<file path="src/rtl/mem_arb2.sv">
// mem_arb2: shares one single-port memory between I-fetch and D load/store ports.
// Defining MEM_ARB_RR_EN selects round-robin; otherwise D has priority, with a starvation guard for I.
module mem_arb2 #(
  parameter int WORD   = 32,
  parameter int ADDR   = 16,
  parameter int STARVE = 4
) (
  input  logic            clk,
  input  logic            rst_n,
  input  logic            i_req,
  input  logic [ADDR-1:0] i_addr,
  output logic            i_ack,
  output logic            i_rvalid,
  output logic [WORD-1:0] i_rdata,
  input  logic            d_req,
  input  logic            d_we,
  input  logic [ADDR-1:0] d_addr,
  input  logic [WORD-1:0] d_wdata,
  output logic            d_ack,
  output logic            d_rvalid,
  output logic [WORD-1:0] d_rdata,
  output logic [ADDR-1:0] mem_a,
  output logic            mem_w,
  output logic [WORD-1:0] mem_d,
  input  logic [WORD-1:0] mem_q
);
  logic            i_win;
  logic            tag_v;
  logic            tag_d;
  logic [WORD-1:0] i_hold;
  logic [WORD-1:0] d_hold;
`ifdef MEM_ARB_RR_EN
  logic ptr_d;
  assign i_win = i_req && (!d_req || !ptr_d);
  always_ff @(posedge clk or negedge rst_n)
    if (!rst_n) ptr_d <= 1'b0;
    else if (i_ack || d_ack) ptr_d <= i_ack;
`else
  logic [3:0] starve;
  assign i_win = i_req && (!d_req || starve == 4'(STARVE));
  always_ff @(posedge clk or negedge rst_n)
    if (!rst_n) starve <= '0;
    else starve <= (i_req && !i_ack) ? ((starve == 4'(STARVE)) ? starve : starve + 4'd1) : '0;
`endif
  // Grants are masked during reset so nothing reaches the memory while rst_n is low.
  assign i_ack    = rst_n && i_win;
  assign d_ack    = rst_n && d_req && !i_win;
  assign mem_a    = i_ack ? i_addr : (d_ack ? d_addr : '0);
  assign mem_w    = d_ack && d_we;
  assign mem_d    = d_ack ? d_wdata : '0;
  assign i_rvalid = tag_v && !tag_d;
  assign d_rvalid = tag_v && tag_d;
  assign i_rdata  = i_rvalid ? mem_q : i_hold;
  assign d_rdata  = d_rvalid ? mem_q : d_hold;
  always_ff @(posedge clk or negedge rst_n)
    if (!rst_n) begin
      tag_v  <= 1'b0;
      tag_d  <= 1'b0;
      i_hold <= '0;
      d_hold <= '0;
    end else begin
      tag_v <= i_ack || (d_ack && !d_we);
      tag_d <= d_ack;
      if (i_rvalid) i_hold <= mem_q;
      if (d_rvalid) d_hold <= mem_q;
    end
endmodule

</file>
<file path="config.mk">
export PLATFORM = sky130hd
export DESIGN_NAME = mem_arb2
export DESIGN_NICKNAME = d
export VERILOG_FILES = /design/src/rtl/mem_arb2.sv
export SDC_FILE = /design/constraint.sdc
export NUM_CORES = 1
export LEC_CHECK = 0
export CAP_MARGIN = 20
export CORE_UTILIZATION = 38
export CTS_CLUSTER_DIAMETER = 60
export CTS_CLUSTER_SIZE = 30
export DETAILED_ROUTE_END_ITERATION = 8
export GPL_TIMING_DRIVEN = 0
export PLACE_DENSITY = 0.95
export SLEW_MARGIN = 20
export SYNTH_ARGS = -nofsm -noshare
export SYNTH_HDL_FRONTEND = slang
export SYNTH_SLANG_ARGS = --single-unit
</file>
<file path="constraint.sdc">
create_clock -name clk -period 5.32 [get_ports clk]
set_clock_uncertainty 0.2 [all_clocks]
set_input_delay 0.798 -clock clk [delete_from_list [all_inputs] [get_ports clk]]
set_output_delay 0.798 -clock clk [all_outputs]
set_load 0.02 [all_outputs]
</file>
==> metrics.md <==
| Metric | Value |
|---|---|
| Clk Latency, worst-skew pair | 0.32 ns |
| Nets | 555 |
| Routed WL | 9960 microns |
| Complex-gate fraction of the synthesized area | 0.0627 |
| Tcrit/Tclk final | 0.708 |
| Min-delay worst type | input pin to asynchronous set/reset pin |
| Post-synth cell types | 21 |
| Worst hold slack | 0.213 ns |
| Height of the die | 92.5 microns |
| Total gr overflow | 0 |
| # IOs | 218 |
| Setup Viol. Count Final | 0 |
| WL per Instance | 17.8 microns |
| Max clock buf depth | 2 |
| Port buffer count | 217 |
| Rel. slew slack | 0.679 |
| Synthesized flop and latch total | 70 |
| Mean Syn Cell Area | 14.0 sq um |
| CTS root buffer | clkbuf_8 |
| Area Growth Syn to Fin | 80.5% |
| Fin area | 5620 sq um |
| Number of global-route vias before repair | 2867 |
| Worst VDD drop | 0.000142 V |
| Main combinational cell family by area after synthesis | multiplexers |
| Crit path DAT | 2.77 ns |
| Maxcap violations | 0 |
| FF/Latch Area | 1750 sq um |
| R2r setup slk | 3.54 ns |
| Number of antenna violations at the first check in global routing | 0 |
| # diodes | 0 |
| Residual DRC count | 0 |
| Chip Width | 92.5 microns |
| Crit start category | input pin |
| Inserted Clock Buffers | 9 |
| Worst-path clk slew | 0.08 ns |
| Core Box Area | 7810 sq um |
| Largest net degree at the start of global routing | 39 |
| H-tree level count | 3 |
| RePlAce Congestion | 0.902 |
| # Post-CTS Setup Buffers | 0 |
| Leakage | 2.35 nW |
| Placed Area | 5430 sq um |
| Cell Area, Synth | 3110 sq um |
| Final hold violations | 0 |
| Vias per std cell | 4.76 |
| GR peak layer | met2 |
| DRT Pass-1 Iters | 6 |
| Status | finished, final reports clean |
| Routing usage on met2 | 0.441 |
| Post-synthesis mux area share | 0.238 |
| Clk sinks | 70 |
| Crit Path Category | input pin to output pin |
| Power Dens Cells | 335 nW/um^2 |
| Drt initial violations | 54 |
| Syn nets | 326 |
| Slew @ Worst Pin | 0.477 ns |
| Initial Util | 0.399 |
| GR Util met1 | 0.246 |
| DRT antenna net count | 0 |
| Unrepaired setup endpoints after global routing | false |
| Simple-gate share of the synthesized area | 0.0900 |
| Global-route wire length before repair | 15200 microns |
| Adder-cell share of the synthesized area | 0.00804 |
| Req. time, crit path | 4.32 ns |
| CTS Hold Bufs | 0 |
| # resized after CTS | 0 |
| Final HPWL DP | 8380 microns |
| CP endpoint kind | output pin |
| Die ar. | 8560 sq um |
| Xor/xnor share of the synthesized area | 0.00563 |
| Row count | 32 |
| Fill cells | 537 |
| Multi-input gate area | 1260 sq um |
| CTS tree | built |
| Max-slew violation count | 0 |
| Routed vias | 2663 |
| Share of cells above drive strength 1 | 0.214 |
| Maximum clock rate | 265 MHz |
| Cells after Synth | 223 |
| Register area share after synthesis | 0.563 |
| Met3 GRT Util | 0.0525 |
| Min Tclk post-route | 3.77 ns |
| Max FO, Critical Path | 10 |
| Tot GR Track Use | 0.239 |
| Ys Warns | 0 |
logic make-up after synthesis:
kind of cell,after synthesis
adders and majority gates,2
muxes,66
AOI/OAI and AO/OA,21
and+or+nand+nor,44
xor gates and xnor gates,2
buffers and inverters,18
DFF,70
sequential cells by signal (all words and copies together) (netlist names):
register	count
d_hold	32
starve	4
i_hold	32
tag_d	1
tag_v	1
Yosys cell counts (all sizes together):
| cell | n | share of area |
|---|---|---|
| dfrtp | 70 | 0.56 |
| mux2 | 64 | 0.23 |
| and2 | 33 | 0.066 |
| a22o | 16 | 0.045 |
| buf | 13 | 0.027 |
| inv | 5 | 0.0060 |
| nand2 | 3 | 0.0036 |
| nor3 | 3 | 0.0048 |
| a21oi | 2 | 0.010 |
| ha | 2 | 0.0080 |
| mux2i | 2 | 0.0064 |
| xnor2 | 2 | 0.0056 |
| a211oi | 1 | 0.0024 |
| a21boi | 1 | 0.0024 |
| and3b | 1 | 0.0040 |
| nand2b | 1 | 0.0020 |
| nand3 | 1 | 0.0016 |
| nand3b | 1 | 0.0064 |
| nor2 | 1 | 0.0012 |
| o21bai | 1 | 0.0024 |
area by class of cell:
class	count	area share
Sequential cell	70	0.312
Inverter	5	0.00334
Clock inverter	6	0.0111
Tap cell	102	0.0227
Timing Repair Buffer	218	0.390
Clock buffer	10	0.0227
Multi-Input combinational cell	135	0.224
Buffer	13	0.0149
metal layers:
layer / vias to the layer above / share of wire
li1: 1234 / -
met2: 142 / 0.54
met3: 27 / 0.059
met5: - / 0
met1: 1260 / 0.35
met4: 0 / 0.048
placed cells by master, fill, tap and decap left out, types with 3 or more instances in the layout:
master / count
nand2_1: 3
and2_1: 33
clkbuf_8: 9
inv_1: 5
clkdlybuf4s50_1: 216
mux2_2: 64
nor3_1: 3
buf_6: 3
dfrtp_1: 70
buf_2: 10
clkinv_2: 3
a22o_1: 16
critical path, cell delays in order:
cell and delay [ns]:
clkdlybuf4s50_1 0.56, nand2_1 0.11, a21oi_4 0.29, buf_6 0.19, a22o_1 0.14, clkdlybuf4s50_1 0.67
report_power, final:
part	switching [mW]	total, mW	internal (mW)
logic	0.372	0.789	0.417
registers	0.0323	0.686	0.653
clock network	0.190	0.406	0.216
total	0.594	1.88	1.29
per-stage QoR:
step                instances  setup WS (ns)  TNS [ns]  utilization  power, mW
floorplan                 223           2.77         0            -       1.07
global placement          542          -1.07    -49.74        0.693       1.46
detailed placement        543           1.57         0        0.696       1.49
CTS                       559           1.56         0        0.720       1.90
global route              559           1.44         0        0.720       1.97
finish                    559           1.55         0        0.720       1.88
final timing paths:
| path | end | start | cells after the start |
|---|---|---|---|
| min in group clk | d_hold[11]$_DFF_PN0_ | d_hold[11]$_DFF_PN0_ | 1 |
| hold reg to reg | d_hold[11]$_DFF_PN0_ | d_hold[11]$_DFF_PN0_ | 1 |
| setup reg to reg | tag_v$_DFF_PN0_ | starve[0]$_DFFE_PN0P_ | 6 |
| max in group asynchronous | d_hold[1]$_DFF_PN0_ | rst_n | 2 |
| setup / recovery | mem_a[12] | i_req | 6 |
| hold / removal | d_hold[18]$_DFF_PN0_ | rst_n | 1 |
Power figures use the tool's default switching activity.
